`config.mk`:
```
export PLATFORM = sky130hd
export DESIGN_NAME = cordic_vector_flat
export DESIGN_NICKNAME = d
export VERILOG_FILES = /design/src/rtl/cordic_pkg.sv /design/src/rtl/cordic_vector_if.sv /design/src/rtl/cordic_vec_stage.sv /design/src/rtl/cordic_vector.sv /design/src/flat_wrapper.sv
export SDC_FILE = /design/constraint.sdc
export NUM_CORES = 1
export LEC_CHECK = 0
export BUFFER_PORTS_ARGS = -buffer_cell sky130_fd_sc_hd__buf_2
export CAP_MARGIN = 10
export CORE_AREA = 5 5 186 188
export CTS_CLUSTER_SIZE = 30
export DETAILED_ROUTE_END_ITERATION = 12
export DIE_AREA = 0 0 191 193
export GPL_TIMING_DRIVEN = 1
export HOLD_SLACK_MARGIN = 0.06
export MAX_ROUTING_LAYER = met4
export PLACE_DENSITY = 0.66
export SYNTH_ARGS = -nofsm -noshare
export SYNTH_HDL_FRONTEND = slang
export SYNTH_SLANG_ARGS = --single-unit
```
`constraint.sdc`:
```
create_clock -name clk_100mhz -period 15.88 [get_ports clk_100mhz]
set_input_delay 1.588 -clock clk_100mhz [delete_from_list [all_inputs] [get_ports clk_100mhz]]
set_output_delay 1.588 -clock clk_100mhz [all_outputs]
set_load 0.005 [all_outputs]
```
`src/rtl/cordic_pkg.sv`:
```
// Shared CORDIC constants: angle encoding (2^32 = full circle), arctangent table, gain.
package cordic_pkg;

   localparam int unsigned ANGLE_W = 32;

   localparam logic [ANGLE_W-1:0] ANG_90  = 32'h4000_0000;
   localparam logic [ANGLE_W-1:0] ANG_180 = 32'h8000_0000;

   // round(K * 2^16), K = prod(sqrt(1 + 2^-2i))
   localparam int unsigned K_Q16 = 107922;

   // round(atan(2^-i) * 2^32 / (2*pi))
   localparam logic [ANGLE_W-1:0] ATAN [32] = '{
      32'h2000_0000, 32'h12E4_051E, 32'h09FB_385B, 32'h0511_11D4,
      32'h028B_0D43, 32'h0145_D7E1, 32'h00A2_F61E, 32'h0051_7C55,
      32'h0028_BE53, 32'h0014_5F2F, 32'h000A_2F98, 32'h0005_17CC,
      32'h0002_8BE6, 32'h0001_45F3, 32'h0000_A2FA, 32'h0000_517D,
      32'h0000_28BE, 32'h0000_145F, 32'h0000_0A30, 32'h0000_0518,
      32'h0000_028C, 32'h0000_0146, 32'h0000_00A3, 32'h0000_0051,
      32'h0000_0029, 32'h0000_0014, 32'h0000_000A, 32'h0000_0005,
      32'h0000_0003, 32'h0000_0001, 32'h0000_0001, 32'h0000_0000
   };

   typedef enum logic {
      StIdle,
      StRun
   } vec_state_e;

endpackage

```
`src/rtl/cordic_vector_if.sv`:
```
// Start/busy/done handshake and operand/result bus of the vectoring CORDIC.
interface cordic_vector_if
   import cordic_pkg::*;
#(
   parameter int unsigned SZ = 16
);

   logic                   start;
   logic signed [SZ-1:0]   x_in;
   logic signed [SZ-1:0]   y_in;
   logic                   busy;
   logic                   done;
   logic [SZ:0]            mag_out;
   logic [ANGLE_W-1:0]     angle_out;

   modport master (
      output start, x_in, y_in,
      input  busy, done, mag_out, angle_out
   );

   modport slave (
      input  start, x_in, y_in,
      output busy, done, mag_out, angle_out
   );

endinterface

```
`src/rtl/cordic_vec_stage.sv`:
```
// One vectoring micro-rotation: drives y toward zero, accumulating the rotated angle in z.
module cordic_vec_stage
   import cordic_pkg::*;
#(
   parameter int unsigned W = 18
) (
   input  logic signed [W-1:0]   x,
   input  logic signed [W-1:0]   y,
   input  logic [ANGLE_W-1:0]    z,
   input  logic [4:0]            k,
   output logic signed [W-1:0]   x_next,
   output logic signed [W-1:0]   y_next,
   output logic [ANGLE_W-1:0]    z_next
);

   logic signed [W-1:0] x_sh;
   logic signed [W-1:0] y_sh;

   always_comb begin
      x_sh = x >>> k;
      y_sh = y >>> k;
      if (!y[W-1]) begin
         x_next = x + y_sh;
         y_next = y - x_sh;
         z_next = z + ATAN[k];
      end else begin
         x_next = x - y_sh;
         y_next = y + x_sh;
         z_next = z - ATAN[k];
      end
   end

endmodule

```
`src/rtl/cordic_vector.sv`:
```
// Iterative vectoring CORDIC: (x, y) -> (K*|v|, atan2) at one micro-rotation per clock.
module cordic_vector
   import cordic_pkg::*;
#(
   parameter int unsigned SZ   = 16,
   parameter int unsigned ITER = 16
) (
   input logic             clk_100mhz,
   input logic             rst_n,
   cordic_vector_if.slave  bus
);

   // Two guard bits: one for the left-half negation, one for CORDIC gain growth.
   localparam int unsigned W = SZ + 2;
   localparam logic [4:0] K_LAST = 5'(ITER - 1);

   vec_state_e          state_q;
   logic signed [W-1:0] x_q;
   logic signed [W-1:0] y_q;
   logic [ANGLE_W-1:0]  z_q;
   logic [4:0]          k_q;
   logic                zero_q;
   logic                busy_q;
   logic                done_q;
   logic [SZ:0]         mag_q;
   logic [ANGLE_W-1:0]  angle_q;

   logic signed [W-1:0] x_ext;
   logic signed [W-1:0] y_ext;
   logic                left_half;
   logic signed [W-1:0] x_next;
   logic signed [W-1:0] y_next;
   logic [ANGLE_W-1:0]  z_next;

   assign x_ext     = W'(bus.x_in);
   assign y_ext     = W'(bus.y_in);
   assign left_half = bus.x_in[SZ-1];

   cordic_vec_stage #(
      .W (W)
   ) u_stage (
      .x      (x_q),
      .y      (y_q),
      .z      (z_q),
      .k      (k_q),
      .x_next (x_next),
      .y_next (y_next),
      .z_next (z_next)
   );

   always_ff @(posedge clk_100mhz or negedge rst_n) begin
      if (!rst_n) begin
         state_q <= StIdle;
         x_q     <= '0;
         y_q     <= '0;
         z_q     <= '0;
         k_q     <= '0;
         zero_q  <= 1'b0;
         busy_q  <= 1'b0;
         done_q  <= 1'b0;
         mag_q   <= '0;
         angle_q <= '0;
      end else begin
         done_q <= 1'b0;
         case (state_q)
            StIdle: begin
               if (bus.start) begin
                  // Fold the left half-plane onto the right so the iterations converge.
                  x_q     <= left_half ? -x_ext : x_ext;
                  y_q     <= left_half ? -y_ext : y_ext;
                  z_q     <= left_half ? ANG_180 : '0;
                  k_q     <= '0;
                  zero_q  <= (bus.x_in == '0) && (bus.y_in == '0);
                  busy_q  <= 1'b1;
                  state_q <= StRun;
               end
            end
            StRun: begin
               x_q <= x_next;
               y_q <= y_next;
               z_q <= z_next;
               if (k_q == K_LAST) begin
                  mag_q   <= zero_q ? '0 : x_next[SZ:0];
                  angle_q <= zero_q ? '0 : z_next;
                  done_q  <= 1'b1;
                  busy_q  <= 1'b0;
                  state_q <= StIdle;
               end else begin
                  k_q <= k_q + 5'd1;
               end
            end
            default: state_q <= StIdle;
         endcase
      end
   end

   assign bus.busy      = busy_q;
   assign bus.done      = done_q;
   assign bus.mag_out   = mag_q;
   assign bus.angle_out = angle_q;

endmodule

```
`src/flat_wrapper.sv`:
```
// flat-port wrapper written by rule: the top's interface ports become plain ports
module cordic_vector_flat import cordic_pkg::*;
#(
   parameter int unsigned SZ   = 16,
   parameter int unsigned ITER = 16
)
  (clk_100mhz, rst_n, bus_start, bus_x_in, bus_y_in, bus_busy, bus_done, bus_mag_out, bus_angle_out);
  cordic_vector_if #(.SZ(SZ)) bus_i ();
  input logic clk_100mhz;
  input logic rst_n;
  input wire logic [$bits(bus_i.start)-1:0] bus_start;
  input wire logic [$bits(bus_i.x_in)-1:0] bus_x_in;
  input wire logic [$bits(bus_i.y_in)-1:0] bus_y_in;
  output wire logic [$bits(bus_i.busy)-1:0] bus_busy;
  output wire logic [$bits(bus_i.done)-1:0] bus_done;
  output wire logic [$bits(bus_i.mag_out)-1:0] bus_mag_out;
  output wire logic [$bits(bus_i.angle_out)-1:0] bus_angle_out;
  assign bus_i.start = bus_start;
  assign bus_i.x_in = bus_x_in;
  assign bus_i.y_in = bus_y_in;
  assign bus_busy = bus_i.busy;
  assign bus_done = bus_i.done;
  assign bus_mag_out = bus_i.mag_out;
  assign bus_angle_out = bus_i.angle_out;
  cordic_vector #(.SZ(SZ), .ITER(ITER)) u_core (.clk_100mhz(clk_100mhz), .rst_n(rst_n), .bus(bus_i));
endmodule
```
Yosys cells after proc, flatten, opt, wreduce, memory -nomap -nowiden
Memories as Yosys holds them, arrays and structs flattened.
Index checks and enable logic that the tools add are counted.
{ "word_totals": {"register_bits": 126, "romBits": 1024, "inputBits": 35, "out_inout_bits": 51, "elab_cells": 63, "memories": 1} }
{ "memory_table": {"columns": ["name", "words", "width", "rd", "rd_clocked_by_memory_dff", "wr", "line_no", "source"], "rows": [
  ["(no name shown)", 32, 32, 1, 0, 0, "cordic_vec_stage.sv:29", "z_next = z - ATAN[k];"]
]} }
{ "op_classes": {"n_addsub": 9, "magnitude_cmp": 1, "eq_ne": 4, "shift": 2, "muxes": 27, "bitwise": 2, "n_reduce_logical": 7} }
{ "ops": {"columns": ["op", "n"], "rows": [
  ["$mux 32", 6],
  ["$mux 18", 6],
  ["$pmux 18 s2", 2],
  ["$pmux 32 s2", 1],
  ["$add 18x18->18", 2],
  ["$neg 16->18", 2],
  ["$sshr 18x5->18", 2],
  ["$sub 18x18->18", 2],
  ["$add 32x32->32", 1],
  ["$logic_not 16->1", 2],
  ["$sub 32x32->32", 1],
  ["$mux 17", 1],
  ["$mux 5", 2],
  ["$pmux 5 s2", 1],
  ["$reduce_and 2->1", 4],
  ["$ge 6x6->1 const B", 1],
  ["$mux 1", 6],
  ["$ne 2x2->1 const B", 3],
  ["$not 5->6", 1],
  ["$add 5x1->5 const B", 1],
  ["$eq 5x4->1 const B", 1],
  ["$pmux 1 s2", 2],
  ["$logic_and 1x1->1", 1],
  ["$not 1->1", 1]
]} }

Logic depth before layout (Yosys ltp)
{ "depth": {"depth_word": 7, "ltp_mapped": 29, "depth_no_buf": 25} }

Cells and area by module
A second synthesis with hierarchy kept.
{ "hier_totals": {"hier_cells": 1636, "area_unflattened_um2": 13618.1} }
{ "modules_own_cells": {"columns": ["module", "n_inst", "cells_each", "area_each_um2", "seq_area_each_um2"], "rows": [
  ["cordic_vec_stage", 1, 1073, 7886.3, 0.0],
  ["cordic_vector", 1, 563, 5731.7, 3153.0]
]} }

Worst setup path before layout
No wires, ideal clock.
{ "synth_timing": {"path_type": "reg2reg", "start": "register u_core.k_q[0]", "end": "register u_core.angle_q[27] (netlist: u_core.bus.angle_out[27])", "setup_time_ns": 0.121, "arrival_time_ns": 5.675, "required_time_ns": 15.759, "setup_slack_ns": 10.084, "stages_incl_launch_ff": 24, "path_buffers": 3, "synth_period_minus_slack_ns": 5.796, "path_cell_list": "dfrtp_1 buf_2 buf_2 clkinv_1 buf_1 ha_1 inv_1 mux4_2 mux2i_1 inv_1 ha_1 mux2_2 inv_1 ha_1 nor2b_1 o31a_1 or4_1 a31o_2 a221oi_2 o211ai_1 a221o_1 a311oi_1 xnor2_1 a22o_1"} }
{ "synth_via": {"elab_chain_len": 7, "elab_cells_between_ends": 10, "cone_classes": "add/sub: 2; eq/ne: 1; mux: 4; bitwise: 1; reduce/logical: 1; memory: 1"} }
{ "synth_rtl": {"columns": ["item", "line_no", "source"], "rows": [
  ["from (decl)", "cordic_vector.sv:21", "logic [4:0] k_q;"],
  ["from (signal assigned)", "cordic_vector.sv:89", "k_q <= k_q + 5'd1;"],
  ["$not 5->6 (not written as such)", "cordic_vec_stage.sv:25, cordic_vec_stage.sv:29", null],
  ["$mem_v2 32x32", null, null],
  ["$mux 32 (not written as such) (2 in a row)", "cordic_vec_stage.sv:29", null],
  ["$add 32x32->32 or $sub 32x32->32 (tied branches)", "cordic_vec_stage.sv:25, cordic_vec_stage.sv:29", null],
  ["$mux 32", "cordic_vec_stage.sv:22", "if (!y[W-1]) begin"],
  ["$mux 32", "cordic_vector.sv:84", "angle_q <= zero_q ? '0 : z_next;"],
  ["to (signal assigned)", "cordic_vector.sv:84", null],
  ["to (decl)", "cordic_vector.sv:26", "logic [ANGLE_W-1:0] angle_q;"]
]} }
Parallel ways exist; a longest one is shown, timed or not. The select of a mux whose other input is x is not followed.
A chain may end at the register's enable or synchronous reset.

Worst setup path in the final report
{ "layout_timing": {"start": "register u_core.k_q[1]", "end": "register u_core.z_q[31]"} }
{ "layout_via": {"elab_chain_len": 7, "elab_cells_between_ends": 8, "cone_classes": "add/sub: 2; mux: 4; bitwise: 1; memory: 1"} }
{ "layout_rtl": {"columns": ["item", "line_no", "source"], "rows": [
  ["$not 5->6 (not written as such) (*)", "cordic_vec_stage.sv:25, cordic_vec_stage.sv:29", null],
  ["$mem_v2 32x32 (*)", null, null],
  ["$mux 32 (not written as such) (*) (2 in a row)", "cordic_vec_stage.sv:29", null],
  ["$add 32x32->32 or $sub 32x32->32 (tied branches)", "cordic_vec_stage.sv:25, cordic_vec_stage.sv:29", null],
  ["$mux 32 (*)", "cordic_vec_stage.sv:22", null],
  ["$pmux 32 s2 (*)", "cordic_vector.sv:65", "case (state_q)"],
  ["to (signal assigned)", "cordic_vector.sv:71", "z_q <= left_half ? ANG_180 : '0;"],
  ["to (signal assigned)", "cordic_vector.sv:81", "z_q <= z_next;"],
  ["to (decl)", "cordic_vector.sv:20", "logic [ANGLE_W-1:0] z_q;"]
]} }
Mark *: on every way between the ends. The rest lies on a longest branch, timed or not. The select of a mux whose other input is x is not followed.

==> results.json <==
{
  "run_status": "finished clean",
  "root_buffer": "clkbuf_16",
  "arrival_ns": 7.27,
  "port-buffer-count": 85,
  "die_h_um": 193,
  "syn_nets": 1663,
  "via_per_inst": 6.004,
  "r2r_cells": 26,
  "grt_max_degree": 98,
  "syn_avg_cell_area_um2": 8.335,
  "wl_per_cell_um": 19.70,
  "post_cts_buffers": 0,
  "grt-ovfl-total": 0,
  "synth_top_area_share_pct": 24.49,
  "drtIter0Drc": 1027,
  "synth_area_leader_cell": "dfrtp_1",
  "fin_crit_sh_pct": 44.14,
  "core_area_um2": 32950,
  "firstDrtPassIters": 5,
  "slowest_delay_ns": 0.67,
  "dp_hpwl_um": 28890,
  "n_antenna_cell": 0,
  "path_class": "reg -> reg",
  "yosysSeqAreaShare_pct": 24.49,
  "yosys_warnings": 0,
  "critical_path.max_fanout": 64,
  "num_vias": 12150,
  "finalSetupViolCount": 0,
  "grt_util_all_layers_pct": 22.08,
  "cts_made_buffers": 17,
  "grt_pass1_vias": 11640,
  "drv_cap": 0,
  "synth_edf_count": 0,
  "clock.fmax_mhz": 142.7,
  "cts_htree_levels": 4,
  "row_count": 67,
  "rr_startpoint": "u_core.k_q[1]",
  "yosys-top-cells-area": "dfrtp_1, ha_1, o21ai_0, xnor2_1, nand2_1",
  "cp.required_ns": 16.14,
  "clock_sinks": 126,
  "clk_pin_slew_ns": 0.06,
  "gp_congestion": 0.9565,
  "die-area_um2": 36860,
  "ant_nets": 0,
  "tns_ns": 0,
  "ys_types": 90,
  "area_growth_pct": 10.32,
  "cts.path.max_buffers": 2,
  "die_x_um": 191,
  "yosys_register_bits": 126,
  "critPathCaptureType": "register",
  "synthTopCellsByCount": "nand2_1, o21ai_0, dfrtp_1",
  "cp.depth": 26,
  "yosysMostFrequentCell": "nand2_1",
  "ctsHoldBuffers": 0,
  "antenna_found_initial": 0,
  "path_delay_family": "compound AO/OA/AOI/OAI gates",
  "r2r_setup_slack_ns": 8.87,
  "syn-cell-area_um2": 12880,
  "wl_um": 39860,
  "synth-async-reset-ratio_pct": 100.0,
  "finalHoldViolCount": 0,
  "initial_core_util_pct": 39.09,
  "slew_headroom_pct": 32.55,
  "fin_worst_skew_ns": 0.01233,
  "post_cts_resized": 0,
  "remaining_drc_errors": 0,
  "worst_pin_slew_ns": 1.010,
  "fin_nets": 1681,
  "layout-drive-gt1-share_pct": 13.71,
  "r2r_end": "u_core.z_q[31]",
  "rsz0062_at_grt": "false",
  "cp_num_buf_inv": 4,
  "hp-class": "reg -> reg",
  "clock_latency_ns": 0.44,
  "io_pins": 86,
  "synthFlopType": "dfrtp_1",
  "endpoint": "u_core.z_q[31]",
  "critical-path-slowest-cell": "buf_4",
  "start_kind": "register",
  "critPathLaunch": "u_core.k_q[1]",
  "post-route-min-period_ns": 7.010,
  "fillCellCount": 3254,
  "grt_pass1_wl_um": 63830,
  "final_max_slew_viol_count": 0,
  "cts_tree": "done",
  "syn_inst": 1545
}
## tightest hold or removal path, cell delays in order, from the launching register on
cell and delay (ns):
dfrtp_1 0.34, nand2_1 0.05, o31ai_1 0.05
## area by class of cell
class                           count  area, µm²  share of cell area [%]
Inverter                           49      183.9                   1.295
Multi-Input combinational cell   1268       9086                   63.96
Timing Repair Buffer              101      551.8                   3.884
Clock inverter                     12      207.7                   1.462
Clock buffer                       20      456.7                   3.215
Sequential cell                   126       3159                   22.24
Tap cell                          448      560.5                   3.946
## how the worst min path moves through the flow
stage | startpoint | endpoint | cells past startpoint
6_report | u_core.bus.angle_out[1] | u_core.bus.angle_out[1] | 2
5_1_grt | u_core.bus.mag_out[2] | u_core.bus.mag_out[2] | 2
4_1_cts | u_core.bus.angle_out[1] | u_core.bus.angle_out[1] | 2
3_5_place_dp | u_core.bus.mag_out[2] | u_core.bus.mag_out[2] | 2
3_3_place_gp | u_core.bus.mag_out[1] | u_core.bus.mag_out[1] | 2
2_1_floorplan | u_core.z_q[19] | u_core.z_q[19] | 2
## metrics by stage
step           instances  hold WS (ns)  setup WS [ns]  util (%)  area, µm²
2_1_floorplan       1545        0.4563          10.08         -      12880
3_3_place_gp        1992        0.4595          9.182     41.10      13540
3_5_place_dp        1992        0.4705          8.962     41.10      13540
4_1_cts             2024        0.4846          8.935     43.12      14210
5_1_grt             2024        0.5003          8.315     43.12      14210
6_report            2024        0.4761          8.870     43.12      14210
## metal layers
layer,track usage (%),share of wire (%),up-vias
met3,2.899,6.4,69
met2,35.20,47,485
met4,6.492,2.4,0
li1,-,-,5735
met1,29.65,45,5864
met5,-,0,-
## placed cells by master, fill, tap and decap left out, types with 26 or more instances in the layout
| cell | instances |
|---|---|
| inv_1 | 46 |
| mux4_2 | 27 |
| buf_2 | 84 |
| xor2_1 | 57 |
| nor2_1 | 112 |
| nand2_1 | 167 |
| nand2b_1 | 26 |
| dfrtp_1 | 121 |
| nor2b_1 | 26 |
| mux2i_1 | 36 |
| a21oi_1 | 104 |
| xnor2_1 | 73 |
| a22o_1 | 66 |
| o21ai_0 | 128 |
| o22ai_1 | 27 |
| nor3_1 | 27 |
| ha_1 | 80 |
## registers in the layout (all words and copies together) (netlist names), 5 cells and up
name	flops
u_core.x_q	18
u_core.k_q	5
u_core.bus.angle_out	32
u_core.y_q	18
u_core.bus.mag_out	17
u_core.z_q	32
## cells by family (layout without fill, tap and decap cells)
kind of cell / after synthesis / in the layout / share of synthesized area [%]
AO/OA/AOI/OAI: 512 / 512 / 26.89
AND/OR/NAND/NOR: 457 / 457 / 16.96
buffers and inverters: 151 / 182 / 5.014
XOR/XNOR: 130 / 130 / 8.842
flip-flops: 126 / 126 / 24.49
multiplexers: 86 / 86 / 9.561
adder cells (fa/ha/maj): 83 / 83 / 8.239
Power is not shown: default switching activity piles up to over one toggle a cycle in this logic, so the estimate is an artifact.
